File: src/rtl/fp_addsub_if.sv
// Streaming operand/result bundle for the binary32 add/sub stage.
// No backpressure: the producer drives in_valid freely, the consumer must accept out_valid.
interface fp_addsub_if;
  logic        in_valid;
  logic [31:0] a;
  logic [31:0] b;
  logic        sub;
  logic        out_valid;
  logic [31:0] c;
  logic        ovf;
  logic        nan;
  logic        zero;

  modport master (
    output in_valid, a, b, sub,
    input  out_valid, c, ovf, nan, zero
  );

  modport slave (
    input  in_valid, a, b, sub,
    output out_valid, c, ovf, nan, zero
  );
endinterface

File: src/rtl/fp_addsub.sv
// Pipelined binary32 adder/subtractor, denormals flushed; FPADD_RNE_EN selects RNE, else truncate.
// Latency 4 cycles, one op per cycle; no backpressure, results must be taken when out_valid is high.
// Outputs hold the last result while out_valid is low.
module fp_addsub (
  input  logic       clk,
  input  logic       rst_n,
  fp_addsub_if.slave io
);

`ifdef FPADD_RNE_EN
  localparam bit RNE = 1'b1;
`else
  localparam bit RNE = 1'b0;
`endif

  typedef enum logic [1:0] {TAG_NONE, TAG_NAN, TAG_INF, TAG_ZERO} tag_t;

  // ---------------- input register ----------------
  logic        v0;
  logic [31:0] a0, b0;
  logic        sub0;

  always_ff @(posedge clk or negedge rst_n) begin
    if (!rst_n) begin
      v0   <= 1'b0;
      a0   <= '0;
      b0   <= '0;
      sub0 <= 1'b0;
    end else begin
      v0 <= io.in_valid;
      if (io.in_valid) begin
        a0   <= io.a;
        b0   <= io.b;
        sub0 <= io.sub;
      end
    end
  end

  // ---------------- S1: unpack, classify, swap ----------------
  logic        sa, sb, a_nan, b_nan, a_inf, b_inf, swap;
  logic [7:0]  ea, eb;
  logic [23:0] ma, mb;
  tag_t        tag_n;
  logic        tsign_n;

  always_comb begin
    sa      = a0[31];
    sb      = b0[31] ^ sub0;
    ea      = a0[30:23];
    eb      = b0[30:23];
    ma      = (ea == 8'd0) ? 24'd0 : {1'b1, a0[22:0]};
    mb      = (eb == 8'd0) ? 24'd0 : {1'b1, b0[22:0]};
    a_nan   = (ea == 8'hFF) && (a0[22:0] != 23'd0);
    b_nan   = (eb == 8'hFF) && (b0[22:0] != 23'd0);
    a_inf   = (ea == 8'hFF) && (a0[22:0] == 23'd0);
    b_inf   = (eb == 8'hFF) && (b0[22:0] == 23'd0);
    swap    = (eb > ea) || ((eb == ea) && (mb > ma));
    tag_n   = TAG_NONE;
    tsign_n = 1'b0;
    if (a_nan || b_nan || (a_inf && b_inf && (sa != sb))) begin
      tag_n = TAG_NAN;
    end else if (a_inf) begin
      tag_n   = TAG_INF;
      tsign_n = sa;
    end else if (b_inf) begin
      tag_n   = TAG_INF;
      tsign_n = sb;
    end else if ((ea == 8'd0) && (eb == 8'd0)) begin
      tag_n   = TAG_ZERO;
      tsign_n = sa & sb;
    end
  end

  logic        v1, tsign1, sign1, esub1;
  tag_t        tag1;
  logic [7:0]  el1, es1;
  logic [23:0] ml1, ms1;

  always_ff @(posedge clk or negedge rst_n) begin
    if (!rst_n) begin
      v1     <= 1'b0;
      tag1   <= TAG_NONE;
      tsign1 <= 1'b0;
      sign1  <= 1'b0;
      esub1  <= 1'b0;
      el1    <= '0;
      es1    <= '0;
      ml1    <= '0;
      ms1    <= '0;
    end else begin
      v1 <= v0;
      if (v0) begin
        tag1   <= tag_n;
        tsign1 <= tsign_n;
        sign1  <= swap ? sb : sa;
        esub1  <= sa ^ sb;
        el1    <= swap ? eb : ea;
        es1    <= swap ? ea : eb;
        ml1    <= swap ? mb : ma;
        ms1    <= swap ? ma : mb;
      end
    end
  end

  // ---------------- S2: align smaller operand ----------------
  logic [7:0]  d;
  logic [26:0] f, sh, mask, al;

  always_comb begin
    d    = el1 - es1;
    f    = {ms1, 3'b000};
    sh   = '0;
    mask = '0;
    if (d >= 8'd26) begin
      al = {26'd0, |ms1};
    end else begin
      mask = (27'd1 << d[4:0]) - 27'd1;
      sh   = f >> d[4:0];
      // Bits shifted past the LSB collapse into the sticky position.
      al   = {sh[26:1], sh[0] | (|(f & mask))};
    end
  end

  logic        v2, tsign2, sign2, esub2;
  tag_t        tag2;
  logic [7:0]  e2;
  logic [26:0] ml2, ms2;

  always_ff @(posedge clk or negedge rst_n) begin
    if (!rst_n) begin
      v2     <= 1'b0;
      tag2   <= TAG_NONE;
      tsign2 <= 1'b0;
      sign2  <= 1'b0;
      esub2  <= 1'b0;
      e2     <= '0;
      ml2    <= '0;
      ms2    <= '0;
    end else begin
      v2 <= v1;
      if (v1) begin
        tag2   <= tag1;
        tsign2 <= tsign1;
        sign2  <= sign1;
        esub2  <= esub1;
        e2     <= el1;
        ml2    <= {ml1, 3'b000};
        ms2    <= al;
      end
    end
  end

  // ---------------- S3: magnitude add/subtract ----------------
  logic [27:0] sum_n;
  assign sum_n = esub2 ? ({1'b0, ml2} - {1'b0, ms2}) : ({1'b0, ml2} + {1'b0, ms2});

  logic        v3, tsign3, sign3;
  tag_t        tag3;
  logic [7:0]  e3;
  logic [27:0] sum3;

  always_ff @(posedge clk or negedge rst_n) begin
    if (!rst_n) begin
      v3     <= 1'b0;
      tag3   <= TAG_NONE;
      tsign3 <= 1'b0;
      sign3  <= 1'b0;
      e3     <= '0;
      sum3   <= '0;
    end else begin
      v3 <= v2;
      if (v2) begin
        tag3   <= tag2;
        tsign3 <= tsign2;
        sign3  <= sign2;
        e3     <= e2;
        sum3   <= sum_n;
      end
    end
  end

  // ---------------- S4: normalize, round, pack ----------------
  logic [4:0]  lz;
  logic [26:0] m27;
  logic [9:0]  en, er;
  logic        rup;
  logic [24:0] m25;
  logic [22:0] frac;
  logic [31:0] c_n;
  logic        ovf_n, nan_n, zero_n;

  always_comb begin
    lz = '0;
    for (int i = 0; i < 27; i++) begin
      if (sum3[i]) lz = 5'(26 - i);
    end
    if (sum3[27]) begin
      m27 = {sum3[27:2], |sum3[1:0]};
      en  = 10'(e3) + 10'd1;
    end else begin
      m27 = sum3[26:0] << lz;
      en  = 10'(e3) - 10'(lz);
    end
    rup = RNE & m27[2] & (m27[1] | m27[0] | m27[3]);
    m25 = {1'b0, m27[26:3]} + 25'(rup);
    // Rounding carry leaves 1.000..0, so renormalize by one place.
    if (m25[24]) begin
      frac = m25[23:1];
      er   = en + 10'd1;
    end else begin
      frac = m25[22:0];
      er   = en;
    end

    c_n    = {sign3, er[7:0], frac};
    ovf_n  = 1'b0;
    nan_n  = 1'b0;
    zero_n = 1'b0;
    case (tag3)
      TAG_NAN: begin
        c_n   = 32'h7FC0_0000;
        nan_n = 1'b1;
      end
      TAG_INF: c_n = {tsign3, 31'h7F80_0000};
      TAG_ZERO: begin
        c_n    = {tsign3, 31'd0};
        zero_n = 1'b1;
      end
      default: begin
        if (sum3 == 28'd0) begin
          c_n    = 32'd0;
          zero_n = 1'b1;
        end else if ($signed(er) >= 10'sd255) begin
          c_n   = {sign3, 31'h7F80_0000};
          ovf_n = 1'b1;
        end else if ($signed(er) <= 10'sd0) begin
          c_n    = {sign3, 31'd0};
          zero_n = 1'b1;
        end
      end
    endcase
  end

  always_ff @(posedge clk or negedge rst_n) begin
    if (!rst_n) begin
      io.out_valid <= 1'b0;
      io.c         <= '0;
      io.ovf       <= 1'b0;
      io.nan       <= 1'b0;
      io.zero      <= 1'b0;
    end else begin
      io.out_valid <= v3;
      if (v3) begin
        io.c    <= c_n;
        io.ovf  <= ovf_n;
        io.nan  <= nan_n;
        io.zero <= zero_n;
      end
    end
  end

endmodule
File: src/flat_wrapper.sv
// flat-port wrapper written by rule: the top's interface ports become plain ports
module fp_addsub_flat 
  (clk, rst_n, io_in_valid, io_a, io_b, io_sub, io_out_valid, io_c, io_ovf, io_nan, io_zero);
  fp_addsub_if io_i ();
  input  logic clk;
  input  logic rst_n;
  input wire logic [$bits(io_i.in_valid)-1:0] io_in_valid;
  input wire logic [$bits(io_i.a)-1:0] io_a;
  input wire logic [$bits(io_i.b)-1:0] io_b;
  input wire logic [$bits(io_i.sub)-1:0] io_sub;
  output wire logic [$bits(io_i.out_valid)-1:0] io_out_valid;
  output wire logic [$bits(io_i.c)-1:0] io_c;
  output wire logic [$bits(io_i.ovf)-1:0] io_ovf;
  output wire logic [$bits(io_i.nan)-1:0] io_nan;
  output wire logic [$bits(io_i.zero)-1:0] io_zero;
  assign io_i.in_valid = io_in_valid;
  assign io_i.a = io_a;
  assign io_i.b = io_b;
  assign io_i.sub = io_sub;
  assign io_out_valid = io_i.out_valid;
  assign io_c = io_i.c;
  assign io_ovf = io_i.ovf;
  assign io_nan = io_i.nan;
  assign io_zero = io_i.zero;
  fp_addsub u_core (.clk(clk), .rst_n(rst_n), .io(io_i));
endmodule
File: config.mk
export PLATFORM = sky130hd
export DESIGN_NAME = fp_addsub_flat
export DESIGN_NICKNAME = d
export VERILOG_FILES = /design/src/rtl/fp_addsub_if.sv /design/src/rtl/fp_addsub.sv /design/src/flat_wrapper.sv
export SDC_FILE = /design/constraint.sdc
export NUM_CORES = 1
export LEC_CHECK = 0
export CORE_ASPECT_RATIO = 2
export CORE_MARGIN = 2
export CORE_UTILIZATION = 46
export CTS_BUF_LIST = sky130_fd_sc_hd__clkbuf_8
export DETAILED_ROUTE_END_ITERATION = 6
export HOLD_SLACK_MARGIN = 0.08
export PLACE_DENSITY_LB_ADDON = 0.08
export SKIP_CTS_REPAIR_TIMING = 1
export SLEW_MARGIN = 20
export SYNTH_ARGS = -nofsm -noshare
export SYNTH_HDL_FRONTEND = slang
export SYNTH_SLANG_ARGS = --single-unit
File: constraint.sdc
create_clock -name clk -period 7.9 [get_ports clk]
set_input_delay 2.37 -clock clk [delete_from_list [all_inputs] [get_ports clk]]
set_output_delay 2.37 -clock clk [all_outputs]
set_load 0.02 [all_outputs]
# [Yosys cells after proc, flatten, opt, wreduce, memory -nomap -nowiden]
# Index checks and enable logic that the tools add are counted.
[word_totals] register_bits=278 out_inout_bits=36 inputBits=68
[op_classes] n_shift=3 n_eq_ne=7 mux=58 n_addsub=6 n_bitwise=5 order_cmp=5 reduce_logical=23
[op_table] cell="two-way mux 5 bit" n=27
[op_table] cell="two-way mux 24 bit" n=4
[op_table] cell="case mux 32 bit (3 select lines)" n=1
[op_table] cell="two-way mux 31 bit" n=2
[op_table] cell="logical NOT 23 bit" n=2
[op_table] cell="nonzero test 23 bit" n=2
[op_table] cell="two-way mux 32 bit" n=1
[op_table] cell="adder 27 x 27 -> 28 bit" n=1
[op_table] cell="logical NOT 28 bit" n=1
[op_table] cell="two-way mux 28 bit" n=1
[op_table] cell="subtractor 27 x 27 -> 28 bit" n=1
[op_table] cell="bitwise AND 27 bit" n=1
[op_table] cell="two-way mux 27 bit" n=1
[op_table] cell="OR reduction 27 bit" n=1
[op_table] cell="left shift 1 x 5 -> 27 bit, first input constant" n=1
[op_table] cell="left shift 27 x 5 -> 26 bit" n=1
[op_table] cell=">> shifter 27 x 5 -> 27 bit" n=1
[op_table] cell="subtractor 27 x 1 -> 27 bit, second input constant" n=1
[op_table] cell="two-way mux 26 bit" n=1
[op_table] cell="greater-than comparator 24 bit" n=1
[op_table] cell="OR reduction 24 bit" n=1
[op_table] cell="equality test 8 bit, second input constant" n=2
[op_table] cell="logical NOT 8 bit" n=2
[op_table] cell="two-way mux 8 bit" n=2
[op_table] cell="22 further kinds" n=48

# [Longest topological paths before layout]
[depth] ltp_word=34 depth_mapped=21 mapped_depth_nobuf=18

# [Worst setup path before layout]
# OpenSTA, ideal clock, no wires.
[synth_timing] path_kind="register -> register" startpoint="reg u_core.sum3[19]" endpoint="reg u_core.io.c[6]" required_time_ps=7774 period_less_slack_ps=4726 arrival_ps=4600 setup_slack_ps=3174 n_path_buf=3 path_stages_with_launch=20 cell_sequence="dfrtp_1 buf_6 or4_4 or4b_1 a31oi_1 or2_1 buf_6 nor2_4 clkinv_4 buf_6 ha_1 nor2b_1 o31a_1 o21ai_0 a21oi_1 xnor2_1 o31ai_1 nand4b_1 nor2_1 a221o_1"
[synth_between] elab_chain_cells=15 elab_cells_between_ends=19 classes_between="add/sub: 1; order compare: 2; shift: 1; mux: 14; reduce/logical: 1"
[synth_lines] element="from (decl)" line="fp_addsub.sv:160" source="logic [27:0] sum3;"
[synth_lines] element="from (signal assigned)" line="fp_addsub.sv:177" source="sum3 <= sum_n;"
[synth_lines] element="two-way mux 5 bit (8 in a row)" line="fp_addsub.sv:195" source="if (sum3[i]) lz = 5'(26 - i);"
[synth_lines] element="subtractor 8 x 5 -> 9 bit" line="fp_addsub.sv:202" source="en = 10'(e3) - 10'(lz);"
[synth_lines] element="two-way mux 10 bit" line="fp_addsub.sv:197" source="if (sum3[27]) begin"
[synth_lines] element="less-or-equal comparator 10 x 1 -> 1 bit" line="fp_addsub.sv:236" source="end else if ($signed(er) <= 10'sd0) begin"
[synth_lines] element="two-way mux 31 bit" line="fp_addsub.sv:236"
[synth_lines] element="two-way mux 31 bit" line="fp_addsub.sv:233" source="end else if ($signed(er) >= 10'sd255) begin"
[synth_lines] element="two-way mux 32 bit *" line="fp_addsub.sv:230" source="if (sum3 == 28'd0) begin"
[synth_lines] element="case mux 32 bit (3 select lines) *" line="fp_addsub.sv:219" source="case (tag3)"
[synth_lines] element="to (signal assigned)" line="fp_addsub.sv:254" source="io.c <= c_n;"
[synth_lines] element="to (decl)" line="fp_addsub_if.sv:21" source="output out_valid, c, ovf, nan, zero"
# Mark *: on every way between the ends. The rest lies on a longest branch, timed or not.
# A chain may end at the register's enable or synchronous reset.

# [Final worst setup path]
[layout_timing] startpoint="reg u_core.sum3[19]" endpoint="reg u_core.io.c[21]"
# The elaborated chain is that of the path after synthesis.

==> metrics.md <==
| Metric | Value |
|---|---|
| Cell area power density | slightly above 400 nW/um2 |
| Critical Path Source | u_core.sum3[19]$_DFFE_PN0P_ |
| Slowest cell on the critical path | sky130_fd_sc_hd__or4_1 |
| Cells after synthesis | roughly 2,100 |
| Period utilization | 70.45% |
| Final hold viol count | 0 |
| Number of setup violations in the final report | 0 |
| CTS tree | yes |
| Accumulated negative setup slack | 0 ns |
| Unrepaired setup endpoints after global routing | false |
| Most common cell in the synthesized netlist | sky130_fd_sc_hd__dfrtp_1 |
| Wire length per cell after detailed routing | 24.40 um |
| Yosys top cell area share | 37.33% |
| Largest incremental delay on the critical path | 0.64 ns |
| Skew-Pair Late Insertion Delay | 0.59 ns |
| Primary FF master, synth | sky130_fd_sc_hd__dfrtp_1 |
| Post-Syn Nets | 2,269 |
| Launch instance of the worst register-to-register path | u_core.sum3[19]$_DFFE_PN0P_ |
| Pin count of the biggest net entering global routing | 168 |
| Overflow left after global routing | 0 |
| Number of buffers inserted by port buffering | 103 |
| Level count of the clock H-tree | 2 |
| Transition time at the pin with the least slew margin | 1.067 ns |
| Detailed-route via count | 16,760 |
| Top cells by instance count after synthesis | sky130_fd_sc_hd__dfrtp_1, sky130_fd_sc_hd__nor2_1, sky130_fd_sc_hd__nand2_1, sky130_fd_sc_hd__a21oi_1, sky130_fd_sc_hd__inv_1 |
| Filler cell count | 3,863 |
| Clock skew after layout | 0.03551 ns |
| Max capacitance violation total | 0 |
| Floorplan die height | 288.6 um |
| Most common cell on crit path | sky130_fd_sc_hd__a31oi_1 |
| TritonCTS Sinks | roughly 280 |
| Antenna Nets Post-Route | 0 |
| Clock-pin slew on the worst setup and hold paths | roughly 0.07 ns |
| Type of element capturing the critical path | register |
| Synth top area cells | sky130_fd_sc_hd__dfrtp_1, sky130_fd_sc_hd__mux2_2, sky130_fd_sc_hd__ha_1 |
| Placement row count | between 100 and 150 |
| Initial cell density of the core | 46.50% |
| Cell chosen for the clock root | sky130_fd_sc_hd__clkbuf_8 |
| Wire length of the first global-routing pass | 100.2 mm |
| Count of placed standard cells including taps | 2,627 |
| Average via count per standard cell | 6.189 |
| Leakage power | roughly 9 nW |
| Reg2Reg Depth | 16 |
| Post-synthesis instance area | 18,640 um2 |
| Worst setup slack for register-to-register paths | 2.33 ns |
| End of the critical path | u_core.io.c[21]$_DFFE_PN0P_ |
| Global Route Usage Sum | between 30 and 40% |
| Routed Wire Length | 66.08 mm |
| Placed wire-length estimate | about 51 mm |
| Maximum ir drop on the vdd rail | 0.0001945 V |
| Rel. slew slack | 28.46% |
| Number of buffers created by CTS | 43 |
| Highest net fanout along the worst path | 22 |
| Routability congestion estimate | 0.9682 |
| WP data required | about 8.4 ns |
| Class of the tightest hold or removal check | register to register |
| Core region area | 40,080 um2 |
| Area delta synth->final | 12.83% |
| Max Freq | roughly 180 MHz |
| Chip width | 146.3 um |
| Cell accounting for the most synthesized area | sky130_fd_sc_hd__dfrtp_1 |
| Register area share after synthesis | 37.33% |
| Yosys synthesis warning count | 0 |
| Run status | completed |
| Die area | approximately 42,000 um2 |
| Data arrival time at the worst-slack endpoint | 6.07 ns |
| Critical Path, Cell by Cell | or4_4, or4b_1, a31oi_1, or2_1, nor2_4, clkinv_4, ha_1, nor2b_1, o31a_1, o21ai_0, a32oi_1, xnor2_1, a31oi_1, nand4b_1, or4_1, o211ai_1 |
| # DRC | 0 |
| Iter 0 DRT Violations | 910 |
| Terminus of the critical flop-to-flop path | u_core.io.c[21]$_DFFE_PN0P_ |
| Final cell count without fillers | 2,708 |
| Final min period | 5.565 ns |
| Clk buf depth | 3 |
| Kind of start point of the critical path | register |
| Flop and latch count out of synthesis | 278 |
| Number of distinct library cell variants in the gate-level netlist after synthesis | 84 |
| DRT Pass-1 Iters | 6 |
| Total Nets Final | 2,314 |
| Syn Area/Cell | 8.887 um2 |
| Share of layout cells above drive strength 1 | a little under an eighth |
| Number of top-level pins | 104 |
| Max Slew Vio Count | 0 |
| Critical path class | register to register |
| Vias in the first global route | 16,840 |
| Antenna violations before repair | 3 |
| Fraction of registers with async set or reset after synthesis | 100.0% |
| Post-synth EDFFs | 0 |
cells in the final DEF, fill, tap and decap left out, types with 7 or more instances in the layout:
cell,instances
sky130_fd_sc_hd__inv_1,150
sky130_fd_sc_hd__o211ai_1,23
sky130_fd_sc_hd__a221o_1,13
sky130_fd_sc_hd__o22ai_1,38
sky130_fd_sc_hd__ha_1,101
sky130_fd_sc_hd__dfrtp_1,275
sky130_fd_sc_hd__o21ai_1,8
sky130_fd_sc_hd__o21bai_1,9
sky130_fd_sc_hd__nor2_1,196
sky130_fd_sc_hd__o21a_1,9
sky130_fd_sc_hd__nand2_1,156
sky130_fd_sc_hd__nand3_1,48
sky130_fd_sc_hd__o21ai_0,88
sky130_fd_sc_hd__clkbuf_8,55
sky130_fd_sc_hd__or2_2,7
sky130_fd_sc_hd__nand2b_1,24
sky130_fd_sc_hd__xnor2_1,25
sky130_fd_sc_hd__o221ai_1,8
sky130_fd_sc_hd__a211oi_1,22
sky130_fd_sc_hd__or3_1,19
sky130_fd_sc_hd__o22a_1,13
sky130_fd_sc_hd__and2_1,10
sky130_fd_sc_hd__a221oi_1,50
sky130_fd_sc_hd__nor4_1,33
sky130_fd_sc_hd__a31oi_1,26
sky130_fd_sc_hd__mux2_2,122
sky130_fd_sc_hd__nor2b_1,26
sky130_fd_sc_hd__a21oi_1,155
sky130_fd_sc_hd__nand4_1,19
sky130_fd_sc_hd__o31ai_1,11
sky130_fd_sc_hd__clkdlybuf4s50_1,101
sky130_fd_sc_hd__xor2_1,10
sky130_fd_sc_hd__nor3_1,69
sky130_fd_sc_hd__and3_1,10
sky130_fd_sc_hd__buf_4,35
sky130_fd_sc_hd__mux2i_1,62
sky130_fd_sc_hd__a21o_1,20
sequential cells by signal (all words and copies together) (netlist names), 2 cells and up:
name,count
u_core.tag3,2
u_core.tag2,2
u_core.ml2,24
u_core.a0,32
u_core.io.c,32
u_core.ms1,24
u_core.tag1,2
u_core.e3,8
u_core.el1,8
u_core.ms2,27
u_core.e2,8
u_core.b0,32
u_core.ml1,24
u_core.sum3,28
u_core.es1,8
layout make-up:
| type | count | area, um2 | area share [%] |
|---|---|---|---|
| Sequential cell | 278 | 6960 | 33.10 |
| Inverter | 138 | 523.0 | 2.487 |
| Multi-Input combinational cell | 1542 | 10630 | 50.54 |
| Clock inverter | 24 | 177.7 | 0.8450 |
| Clock buffer | 55 | 757.0 | 3.600 |
| Timing Repair Buffer | 139 | 1314 | 6.248 |
| Antenna cell | 2 | 5.005 | 0.02380 |
| Tap cell | 530 | 663.1 | 3.154 |
stage by stage:
step	power, mW	setup slack (ns)	hold WS, ns	util [%]	area [um2]
floorplan	5.287	3.174	0.3519	-	18640
global placement	7.026	2.504	0.4629	50.11	20080
detailed placement	7.062	2.392	0.4750	50.11	20080
CTS	8.407	2.369	0.4895	52.44	21020
global route	9.002	2.015	0.5120	52.46	21020
finish	8.514	2.335	0.4850	52.46	21030
worst min path at each step:
stage,startpoint,slack (ns),cells after the start,to
floorplan,u_core.v1$_DFF_PN0_,0.35,0,u_core.v2$_DFF_PN0_
global placement,u_core.io.c[31]$_DFFE_PN0P_,0.46,1,u_core.io.c[31]$_DFFE_PN0P_
detailed placement,u_core.io.c[31]$_DFFE_PN0P_,0.47,1,u_core.io.c[31]$_DFFE_PN0P_
CTS,u_core.io.c[31]$_DFFE_PN0P_,0.49,1,u_core.io.c[31]$_DFFE_PN0P_
global route,u_core.io.c[31]$_DFFE_PN0P_,0.51,1,u_core.io.c[31]$_DFFE_PN0P_
finish,u_core.io.c[31]$_DFFE_PN0P_,0.48,1,u_core.io.c[31]$_DFFE_PN0P_
worst max-delay path, delay by kind of cell (launching register included):
kind	cells	cell delay [ns]
xor+xnor	1	0.20
flops	1	0.49
fa+ha+maj	1	0.27
buf+inv	1	0.24
compound gates	6	1.27
simple gates	7	2.98
per-layer routing:
metal	GRT usage [%]	up-vias	routed length (um)
met5	0	-	0
met4	28.03	0	7213
li1	-	7744	-
met1	28.33	8197	20920
met3	3.965	260	2368
met2	59.72	560	35580
logic make-up (layout without fill, tap and decap cells):
family | count (synthesis) | after routing | synth area share (%)
flip-flops | 278 | 278 | 37.33
AO/OA/AOI/OAI | 565 | 565 | 20.20
adder cells (fa/ha/maj) | 104 | 104 | 7.104
multiplexers | 190 | 190 | 11.37
other | 0 | 2 | 0
AND/OR/NAND/NOR | 646 | 646 | 16.44
buffers and inverters | 277 | 356 | 5.821
XOR/XNOR | 37 | 37 | 1.739
where the power goes:
group | switching (mW) | internal, mW
sequential | 0.484 | 1.79
combinational | 3.13 | 1.79
clock | 0.597 | 0.723
total | 4.21 | 4.30
Note: power is estimated with default switching activity, not from simulation.
